$ cat src/rtl/serial_sub_pkg.sv
// Shared types and helpers for the bit-serial subtractor.
// The FSM state encoding, counter sizing and the signed-overflow rule live here.
package serial_sub_pkg;

    typedef enum logic [1:0] {
        IDLE  = 2'd0,
        SHIFT = 2'd1,
        DONE  = 2'd2
    } sub_state_e;

    function automatic int cnt_w(input int w);
        return $clog2(w);
    endfunction

    // Overflow occurs when the operand signs differ and the result sign departs from the minuend's
    function automatic logic sub_ovf(input logic a_msb, input logic b_msb, input logic d_msb);
        return (a_msb ^ b_msb) & (d_msb ^ a_msb);
    endfunction

endpackage

$ cat src/rtl/serial_subtractor_full_subtractor.sv
// One-bit full subtractor cell: d = a - b - bin, with borrow out.
module full_subtractor (
    input  logic a,
    input  logic b,
    input  logic bin,
    output logic d,
    output logic bout
);

    // Difference bit and borrow generation for a single bit position
    always_comb begin
        d    = a ^ b ^ bin;
        bout = (~a & b) | (bin & ~(a ^ b));
    end

endmodule

$ cat src/rtl/serial_subtractor.sv
// Bit-serial LSB-first subtractor with valid/ready on both sides.
// Bit 0 is resolved on the accept edge, so the remaining WIDTH-1 bits take WIDTH-1 SHIFT cycles.
module serial_subtractor
    import serial_sub_pkg::*;
#(
    parameter int WIDTH = 8
) (
    input  logic             clk,
    input  logic             rst_n,
    input  logic             in_valid,
    output logic             in_ready,
    input  logic [WIDTH-1:0] a,
    input  logic [WIDTH-1:0] b,
    input  logic             borrow_in,
    output logic             out_valid,
    input  logic             out_ready,
    output logic [WIDTH-1:0] diff,
    output logic             borrow_out,
    output logic             ovf,
    output logic             busy
);

    localparam int CNT_W = cnt_w(WIDTH);

    sub_state_e       state_q, state_d;
    logic [WIDTH-1:0] a_sh_q, b_sh_q, diff_q;
    logic [WIDTH-2:0] diff_sh_q;
    logic [WIDTH-1:0] diff_sh_d;
    logic [CNT_W-1:0] cnt_q;
    logic             brw_q, borrow_q, ovf_q, a_msb_q, b_msb_q, run_q;
    logic             accept_s, last_s;
    logic             cell_a_s, cell_b_s, cell_bin_s, cell_d_s, cell_bo_s;

    assign accept_s  = in_valid & in_ready;
    assign last_s    = (state_q == SHIFT) && (cnt_q == CNT_W'(WIDTH - 1));
    assign diff_sh_d = {cell_d_s, diff_sh_q};

    // Cell sees raw operands on the accept cycle, shifted operands afterwards
    always_comb begin
        if (state_q == SHIFT) begin
            cell_a_s   = a_sh_q[0];
            cell_b_s   = b_sh_q[0];
            cell_bin_s = brw_q;
        end else begin
            cell_a_s   = a[0];
            cell_b_s   = b[0];
            cell_bin_s = borrow_in;
        end
    end

    full_subtractor u_cell (
        .a    (cell_a_s),
        .b    (cell_b_s),
        .bin  (cell_bin_s),
        .d    (cell_d_s),
        .bout (cell_bo_s)
    );

    // FSM state register
    always_ff @(posedge clk or negedge rst_n) begin
        if (!rst_n) begin
            state_q <= IDLE;
        end else begin
            state_q <= state_d;
        end
    end

    // FSM next-state logic
    always_comb begin
        state_d = state_q;
        case (state_q)
            IDLE: begin
                if (accept_s) state_d = SHIFT;
                else          state_d = IDLE;
            end
            SHIFT: begin
                if (last_s) state_d = DONE;
                else        state_d = SHIFT;
            end
            DONE: begin
                if (accept_s)       state_d = SHIFT;
                else if (out_ready) state_d = IDLE;
                else                state_d = DONE;
            end
            default: state_d = IDLE;
        endcase
    end

    // FSM handshake outputs; in_ready stays low until the first edge after reset
    always_comb begin
        in_ready  = 1'b0;
        out_valid = 1'b0;
        busy      = 1'b0;
        case (state_q)
            IDLE: begin
                in_ready = run_q;
            end
            SHIFT: begin
                busy = 1'b1;
            end
            DONE: begin
                out_valid = 1'b1;
                busy      = 1'b1;
                in_ready  = out_ready;
            end
            default: begin
                in_ready  = 1'b0;
                out_valid = 1'b0;
                busy      = 1'b0;
            end
        endcase
    end

    // Operand shifters, borrow flop, bit counter and result registers
    always_ff @(posedge clk or negedge rst_n) begin
        if (!rst_n) begin
            run_q     <= 1'b0;
            a_sh_q    <= '0;
            b_sh_q    <= '0;
            diff_sh_q <= '0;
            diff_q    <= '0;
            cnt_q     <= '0;
            brw_q     <= 1'b0;
            borrow_q  <= 1'b0;
            ovf_q     <= 1'b0;
            a_msb_q   <= 1'b0;
            b_msb_q   <= 1'b0;
        end else begin
            run_q <= 1'b1;
            if (accept_s) begin
                a_sh_q    <= {1'b0, a[WIDTH-1:1]};
                b_sh_q    <= {1'b0, b[WIDTH-1:1]};
                diff_sh_q <= diff_sh_d[WIDTH-1:1];
                brw_q     <= cell_bo_s;
                cnt_q     <= CNT_W'(1);
                a_msb_q   <= a[WIDTH-1];
                b_msb_q   <= b[WIDTH-1];
            end else if (state_q == SHIFT) begin
                a_sh_q    <= {1'b0, a_sh_q[WIDTH-1:1]};
                b_sh_q    <= {1'b0, b_sh_q[WIDTH-1:1]};
                diff_sh_q <= diff_sh_d[WIDTH-1:1];
                brw_q     <= cell_bo_s;
                if (last_s) begin
                    diff_q   <= diff_sh_d;
                    borrow_q <= cell_bo_s;
                    ovf_q    <= sub_ovf(a_msb_q, b_msb_q, cell_d_s);
                end else begin
                    cnt_q <= cnt_q + CNT_W'(1);
                end
            end
        end
    end

    assign diff       = diff_q;
    assign borrow_out = borrow_q;
    assign ovf        = ovf_q;

endmodule

$ cat config.mk
export PLATFORM = sky130hd
export DESIGN_NAME = serial_subtractor
export DESIGN_NICKNAME = d
export VERILOG_FILES = /design/src/rtl/serial_sub_pkg.sv /design/src/rtl/serial_subtractor_full_subtractor.sv /design/src/rtl/serial_subtractor.sv
export SDC_FILE = /design/constraint.sdc
export NUM_CORES = 1
export LEC_CHECK = 0
export BUFFER_PORTS_ARGS = -buffer_cell sky130_fd_sc_hd__buf_2
export CORE_MARGIN = 2
export CORE_UTILIZATION = 45
export CTS_BUF_LIST = sky130_fd_sc_hd__clkbuf_16
export CTS_CLUSTER_DIAMETER = 80
export DETAILED_ROUTE_END_ITERATION = 10
export GPL_TIMING_DRIVEN = 0
export PLACE_DENSITY_LB_ADDON = 0.12
export SYNTH_ARGS = -nofsm -noshare
export SYNTH_HDL_FRONTEND = slang
export SYNTH_SLANG_ARGS = --single-unit
export TNS_END_PERCENT = 1
$ cat constraint.sdc
create_clock -name clk -period 3 [get_ports clk]
set_input_delay 0.3 -clock clk [delete_from_list [all_inputs] [get_ports clk]]
set_output_delay 0.3 -clock clk [all_outputs]
set_load 0.1 [all_outputs]
==> flow_metrics.env, run 1 <==
export IMPL_antenna_left=0
export IMPL_route_final_wire_length_um=3330
export IMPL_max_cap_viol_count=0
export IMPL_avgViaCountPerCell=5.13
export IMPL_yosys_cell_types_count=24
export IMPL_final_area_mm2=0.00221
export IMPL_boundaryPins=34
export IMPL_avgSynthCellArea_um2=13.0
export IMPL_initial_core_util=0.464
export IMPL_worstHoldPathType="in2async"
export IMPL_coreArea_mm2=0.00394
export IMPL_grt_setup_unrepaired="false"
export IMPL_grt_total_usage=0.169
export IMPL_final_min_clock_period_ps=2630
export IMPL_synthCells=141
export IMPL_antenna_cells_inserted=0
export IMPL_final_layout_size_suffix_gt1_frac=0.370
export IMPL_drv_slew=0
export IMPL_clock_sinks=40
export IMPL_flow_area_growth_from_synthesis_pct=21.1
export IMPL_cts_repair_resized=0
export IMPL_worstSkewPairLatency_ps=280
export IMPL_report_final_setup_viol=0
export IMPL_layout_core_utilization=0.562
export IMPL_buffer_ports_inserted=32
export IMPL_cts_tree="done"
export IMPL_drc=0
export IMPL_n_fill_cell=329
export IMPL_cts_h_tree_depth=2
export IMPL_family_with_the_most_delay_on_the_worst_path="buffers and inverters"
export IMPL_flip_flop_and_latch_count_after_synthesis=40
export IMPL_finalClockSkew_ps=3.32
export IMPL_grt_max_degree=41
export IMPL_fin_tns_setup_ps=0
export IMPL_critical_path_data_arrival_time_ps=2790
export IMPL_chipHeight_um=67.7
export IMPL_routedWlPerCell_um=14.4
export IMPL_result_of_the_run="completed"
export IMPL_ctsHoldBuffers=0
export IMPL_worst_path_buf_inv=3
export IMPL_overall_die_area_mm2=0.00459
export IMPL_design_final_nets=208
export IMPL_clkSlewWorstSetupHoldPaths_ps=60
export IMPL_setup_fix_buffers_added_after_clock_tree_synthesis=0
export IMPL_hold_viol_final=0
export IMPL_final_cell_mix="dfrtp_1, buf_2, mux2_2"
export IMPL_ys_warnings_count=0
export IMPL_vias_in_the_first_global_route=1182
export IMPL_max_clock_path_buffers=2
export IMPL_globalplace_congestion=0.754
export IMPL_timing_worst_slew_pin_value_ps=858
export IMPL_critical_path_slowest_cell="fa_1"
export IMPL_worstSetupStartpointType="flop"
export IMPL_worst_slew_margin_rel=0.428
export IMPL_syn_area_mm2=0.00183
export IMPL_timing_critical_path_mode_cell="buf_2"
export IMPL_timing_critical_path_required_ps=3160
export IMPL_total_vias_in_the_final_route=1184
export IMPL_cp_slowest_stage_delay_ps=500
export IMPL_grt_remaining_overflow=0
export IMPL_timing_critical_path_to_type="flop"
export IMPL_drt_pre_antenna_iters=5
export IMPL_num_rows=23
export IMPL_number_of_antenna_violations_at_the_first_check_in_global_routing=0
export IMPL_seq_area_mm2=0.00100
export IMPL_multiInputGateArea_um2=758
export IMPL_mostFrequentLayoutCell="dfrtp_1"
export IMPL_crit_type="reg2reg"
export IMPL_placed_area_mm2=0.00205
export IMPL_max_freq_ghz=0.380
export IMPL_fp_dieW_um=67.7
export IMPL_critical_path_peak_fanout=10
export IMPL_synth_yosys_seq_area_share=0.548
export IMPL_dp_final_hpwl_um=2350
export IMPL_numCtsBuffers=5
export IMPL_final_worst_path_cycle_share=0.877
export IMPL_drtIter0Drc=55
export IMPL_grt_pass1_wl_um=5540
export IMPL_clock_tree_root_cell="clkbuf_16"
export IMPL_postSynthNetCount=169
export IMPL_crit_path_cell_trace="inv_1 > ha_1 > buf_2 > buf_2 > mux2i_1 > fa_1 > nand3b_1 > o21ai_0 > mux2_2"
[state kept, by name, indices dropped and copies added, names as in the netlist, 2 cells and up]
| name | cells |
|---|---|
| diff_sh_q | 7 |
| state_q | 2 |
| b_sh_q | 7 |
| a_sh_q | 7 |
| cnt_q | 3 |
| diff | 8 |
[final cells by class]
cell class / count / share of cell area
clock buffers: 5 / 0.0565
clock inverters: 3 / 0.0169
inverters: 5 / 0.00847
plain buffers: 8 / 0.0232
well taps: 50 / 0.0282
repair buffers: 32 / 0.0723
multi-input cells: 88 / 0.342
flip-flops and latches: 40 / 0.452
[Yosys cell counts]
master / count / area share
a211o_1: 1 / 0.0048
o21ai_0: 5 / 0.014
dfrtp_1: 40 / 0.55
fa_1: 1 / 0.011
and2_1: 1 / 0.0034
nand2b_1: 2 / 0.0068
nand3_1: 12 / 0.033
nor2_1: 2 / 0.0041
inv_1: 5 / 0.010
a21oi_1: 2 / 0.0055
ha_1: 6 / 0.041
conb_1: 1 / 0.0021
nand2_1: 3 / 0.0062
o21ai_1: 8 / 0.022
mux2i_1: 17 / 0.093
mux2_4: 2 / 0.016
a21oi_4: 2 / 0.018
clkbuf_1: 2 / 0.0041
buf_6: 2 / 0.012
mux2_2: 18 / 0.11
xor2_1: 1 / 0.0048
nand3b_1: 1 / 0.0041
a22o_1: 3 / 0.014
buf_2: 4 / 0.011
[worst register-to-register path: cells and delay by family (launching register included)]
family          cells  cell delay [ps]
compound gates      1               80
fa+ha+maj           2              640
buf+inv             3              680
flops               1              400
mux                 2              590
simple gates        1              120
[through the flow]
step	hold WS (ps)	setup WS, ps	instances
after floorplan	4.41	503	141
after global placement	457	399	223
after detailed placement	466	324	223
after CTS	169	319	231
after global routing	209	146	231
final	135	370	231
[worst paths after layout]
| check | startpoint | endpoint | slack (ps) | depth (start not counted) |
|---|---|---|---|---|
| worst max-delay path | state_q[1]$_DFF_PN0_ | ovf$_DFFE_PN0P_ | 370 | 9 |
| worst min-delay path | rst_n | state_q[1]$_DFF_PN0_ | 140 | 1 |
| worst max register to register | state_q[1]$_DFF_PN0_ | ovf$_DFFE_PN0P_ | 370 | 9 |
| worst min register to register | diff[0]$_DFFE_PN0P_ | diff[0]$_DFFE_PN0P_ | 500 | 1 |
| max in group asynchronous | rst_n | b_sh_q[1]$_DFFE_PN0P_ | 2330 | 1 |
| min in group clk | a[7] | a_sh_q[6]$_DFFE_PN0P_ | 270 | 2 |
[cells by family (layout without fill, tap and decap cells)]
group	Yosys count	in the layout	share of synthesized area
buffers and inverters	13	53	0.0376
xor gates and xnor gates	1	1	0.00479
muxes	37	37	0.220
DFF	40	40	0.548
AOI/OAI and AO/OA	21	21	0.0780
and+or+nand+nor	21	21	0.0575
adders and majority gates	7	7	0.0520
other	1	1	0.00205
[layer usage]
| layer | vias to the layer above | part of all wire | track usage |
|---|---|---|---|
| met5 | - | 0 | 0 |
| met1 | 583 | 0.46 | 0.217 |
| met3 | 2 | 0.050 | 0.0483 |
| li1 | 574 | - | - |
| met4 | 0 | 0.0075 | 0.0765 |
| met2 | 25 | 0.48 | 0.263 |
Power of run 1 is left out: the tool's default activity adds up to more than one toggle a clock period on the data nets, which glitch-free logic cannot reach.
==> run 2, diff against run 1 <==
--- a/config.mk
+++ b/config.mk
@@ -5,14 +5,15 @@
 export SDC_FILE = /design/constraint.sdc
 export NUM_CORES = 1
 export LEC_CHECK = 0
-export BUFFER_PORTS_ARGS = -buffer_cell sky130_fd_sc_hd__buf_2
 export CORE_MARGIN = 2
 export CORE_UTILIZATION = 45
 export CTS_BUF_LIST = sky130_fd_sc_hd__clkbuf_16
 export CTS_CLUSTER_DIAMETER = 80
 export DETAILED_ROUTE_END_ITERATION = 10
+export DONT_BUFFER_PORTS = 1
 export GPL_TIMING_DRIVEN = 0
 export PLACE_DENSITY_LB_ADDON = 0.12
+export RECOVER_POWER = 50
 export SYNTH_ARGS = -nofsm -noshare
 export SYNTH_HDL_FRONTEND = slang
 export SYNTH_SLANG_ARGS = --single-unit
==> run 2 against run 1 <==
The flow now finishes with violations (capacitance limit, slew limit). First-iteration DRC count grew 40%. Die area is the same. Final cell count is 13% lower. Setup slack gained 24 ps. Global-route usage fell by 0.42 points. Register-to-register slack improved by 40 ps. Clock skew rose by 0.92 ps. Critical endpoint is now in_ready. Wire length shrank 1.4%. Cell area decreased by 7.8%. Hold slack better by 28 ps. Non-clock buffer count down 30.
==> flow_metrics.env, run 2 (synthesized netlist as in run 1, its figures left out) <==
export IMPL_drc=0
export IMPL_result_of_the_run="finished, violations left"
export IMPL_boundaryPins=34
export IMPL_n_fill_cell=353
export IMPL_cp_slowest_stage_delay_ps=590
export IMPL_timing_critical_path_to_type="primary output"
export IMPL_largest_register_ffs=8
export IMPL_worst_path_buf_inv=3
export IMPL_worstHoldPathCells=1
export IMPL_max_cap_viol_count=1
export IMPL_grt_pass1_wl_um=5380
export IMPL_worst_slew_margin_rel=-0.390
export IMPL_chipHeight_um=67.7
export IMPL_antenna_cells_inserted=0
export IMPL_total_vias_in_the_final_route=1079
export IMPL_final_cell_mix="dfrtp_1, mux2_2, mux2i_1"
export IMPL_worstSkewPairLatency_ps=270
export IMPL_critical_path_slowest_cell="clkbuf_2"
export IMPL_crit_path_cell_trace="inv_1 > ha_2 > a22o_1 > buf_6 > clkbuf_2"
export IMPL_final_min_clock_period_ps=2610
export IMPL_initial_core_util=0.464
export IMPL_number_of_antenna_violations_at_the_first_check_in_global_routing=0
export IMPL_timing_critical_path_required_ps=2700
export IMPL_critical_path_data_arrival_time_ps=2310
export IMPL_final_layout_size_suffix_gt1_frac=0.240
export IMPL_dp_final_hpwl_um=2330
export IMPL_finalClockSkew_ps=4.24
export IMPL_antenna_left=0
export IMPL_numCtsBuffers=5
export IMPL_vias_in_the_first_global_route=1120
export IMPL_max_freq_ghz=0.384
export IMPL_design_final_nets=178
export IMPL_setup_fix_buffers_added_after_clock_tree_synthesis=0
export IMPL_globalplace_congestion=0.764
export IMPL_drtIter0Drc=77
export IMPL_clock_tree_root_cell="clkbuf_16"
export IMPL_crit_type="reg2out"
export IMPL_overall_die_area_mm2=0.00459
export IMPL_crit_cells=5
export IMPL_failing_checks="capacitance limit, slew limit"
export IMPL_hold_viol_final=0
export IMPL_num_rows=23
export IMPL_buffer_ports_inserted=0
export IMPL_routedWlPerCell_um=16.4
export IMPL_mostFrequentLayoutCell="dfrtp_1"
export IMPL_fin_tns_setup_ps=0
export IMPL_cts_h_tree_depth=2
export IMPL_grt_max_degree=41
export IMPL_clock_sinks=40
export IMPL_grt_setup_unrepaired="false"
export IMPL_max_clock_path_buffers=2
export IMPL_worstHoldPathType="in2reg"
export IMPL_worstSetupStartpointType="flop"
export IMPL_critical_path_peak_fanout=10
export IMPL_route_final_wire_length_um=3280
export IMPL_coreArea_mm2=0.00394
export IMPL_family_with_the_most_delay_on_the_worst_path="buffers and inverters"
export IMPL_cts_tree="done"
export IMPL_r2r_worst_path_cells=9
export IMPL_avgViaCountPerCell=5.40
export IMPL_report_final_setup_viol=0
export IMPL_fp_dieW_um=67.7
export IMPL_flow_area_growth_from_synthesis_pct=11.7
export IMPL_timing_worst_slew_pin_value_ps=2090
export IMPL_drv_slew=41
export IMPL_drt_pre_antenna_iters=4
export IMPL_grt_remaining_overflow=0
export IMPL_final_worst_path_cycle_share=0.869
export IMPL_grt_total_usage=0.165
export IMPL_rrSetupSlack_ps=410
export IMPL_clkSlewWorstSetupHoldPaths_ps=60
==> run 2: worst paths after layout <==
check / end / from
max reg2reg: ovf$_DFFE_PN0P_ / state_q[1]$_DFF_PN0_
min in group asynchronous: a_sh_q[1]$_DFFE_PN0P_ / rst_n
min reg2reg: b_sh_q[6]$_DFFE_PN0P_ / b_sh_q[6]$_DFFE_PN0P_
max: in_ready / state_q[0]$_DFF_PN0_
max in group asynchronous: diff[7]$_DFFE_PN0P_ / rst_n
min: b_sh_q[6]$_DFFE_PN0P_ / b[7]
==> run 2: cell type report <==
type / instances / area, um2 / area share
Clock buffer: 5 / 125 / 0.0613
Sequential cell: 40 / 1000 / 0.490
Timing Repair Buffer: 2 / 13.8 / 0.00674
Buffer: 8 / 51.3 / 0.0251
Clock inverter: 2 / 8.76 / 0.00429
Inverter: 5 / 18.8 / 0.00919
Tap cell: 50 / 62.6 / 0.0306
Multi-Input combinational cell: 88 / 761 / 0.373
==> run 2: per-stage QoR <==
| step | utilization | hold slack (ps) | cells | area (um2) | worst slack (ps) |
|---|---|---|---|---|---|
| after floorplan | - | 4.41 | 141 | 1830 | 503 |
| after global placement | 0.480 | 5.76 | 191 | 1890 | 369 |
| after detailed placement | 0.480 | 5.79 | 191 | 1890 | 311 |
| after CTS | 0.521 | 158 | 200 | 2060 | 54.9 |
| after global routing | 0.518 | 156 | 200 | 2040 | 118 |
| final | 0.518 | 164 | 200 | 2040 | 393 |
==> run 2: per-layer routing <==
metal,vias up,track usage,part of all wire
met4,0,0.0536,0.0076
li1,513,-,-
met3,2,0.0683,0.068
met1,540,0.197,0.43
met2,24,0.268,0.50
met5,-,0,0
==> run 2: timing repair <==
action / CTS / global route
resized for setup: 0 / 1
hold buffers: 2 / 0
endpoints found under the hold margin: 40 / 0
endpoints found under the setup margin: 0 / 1
Power of run 2 is left out for the same reason.
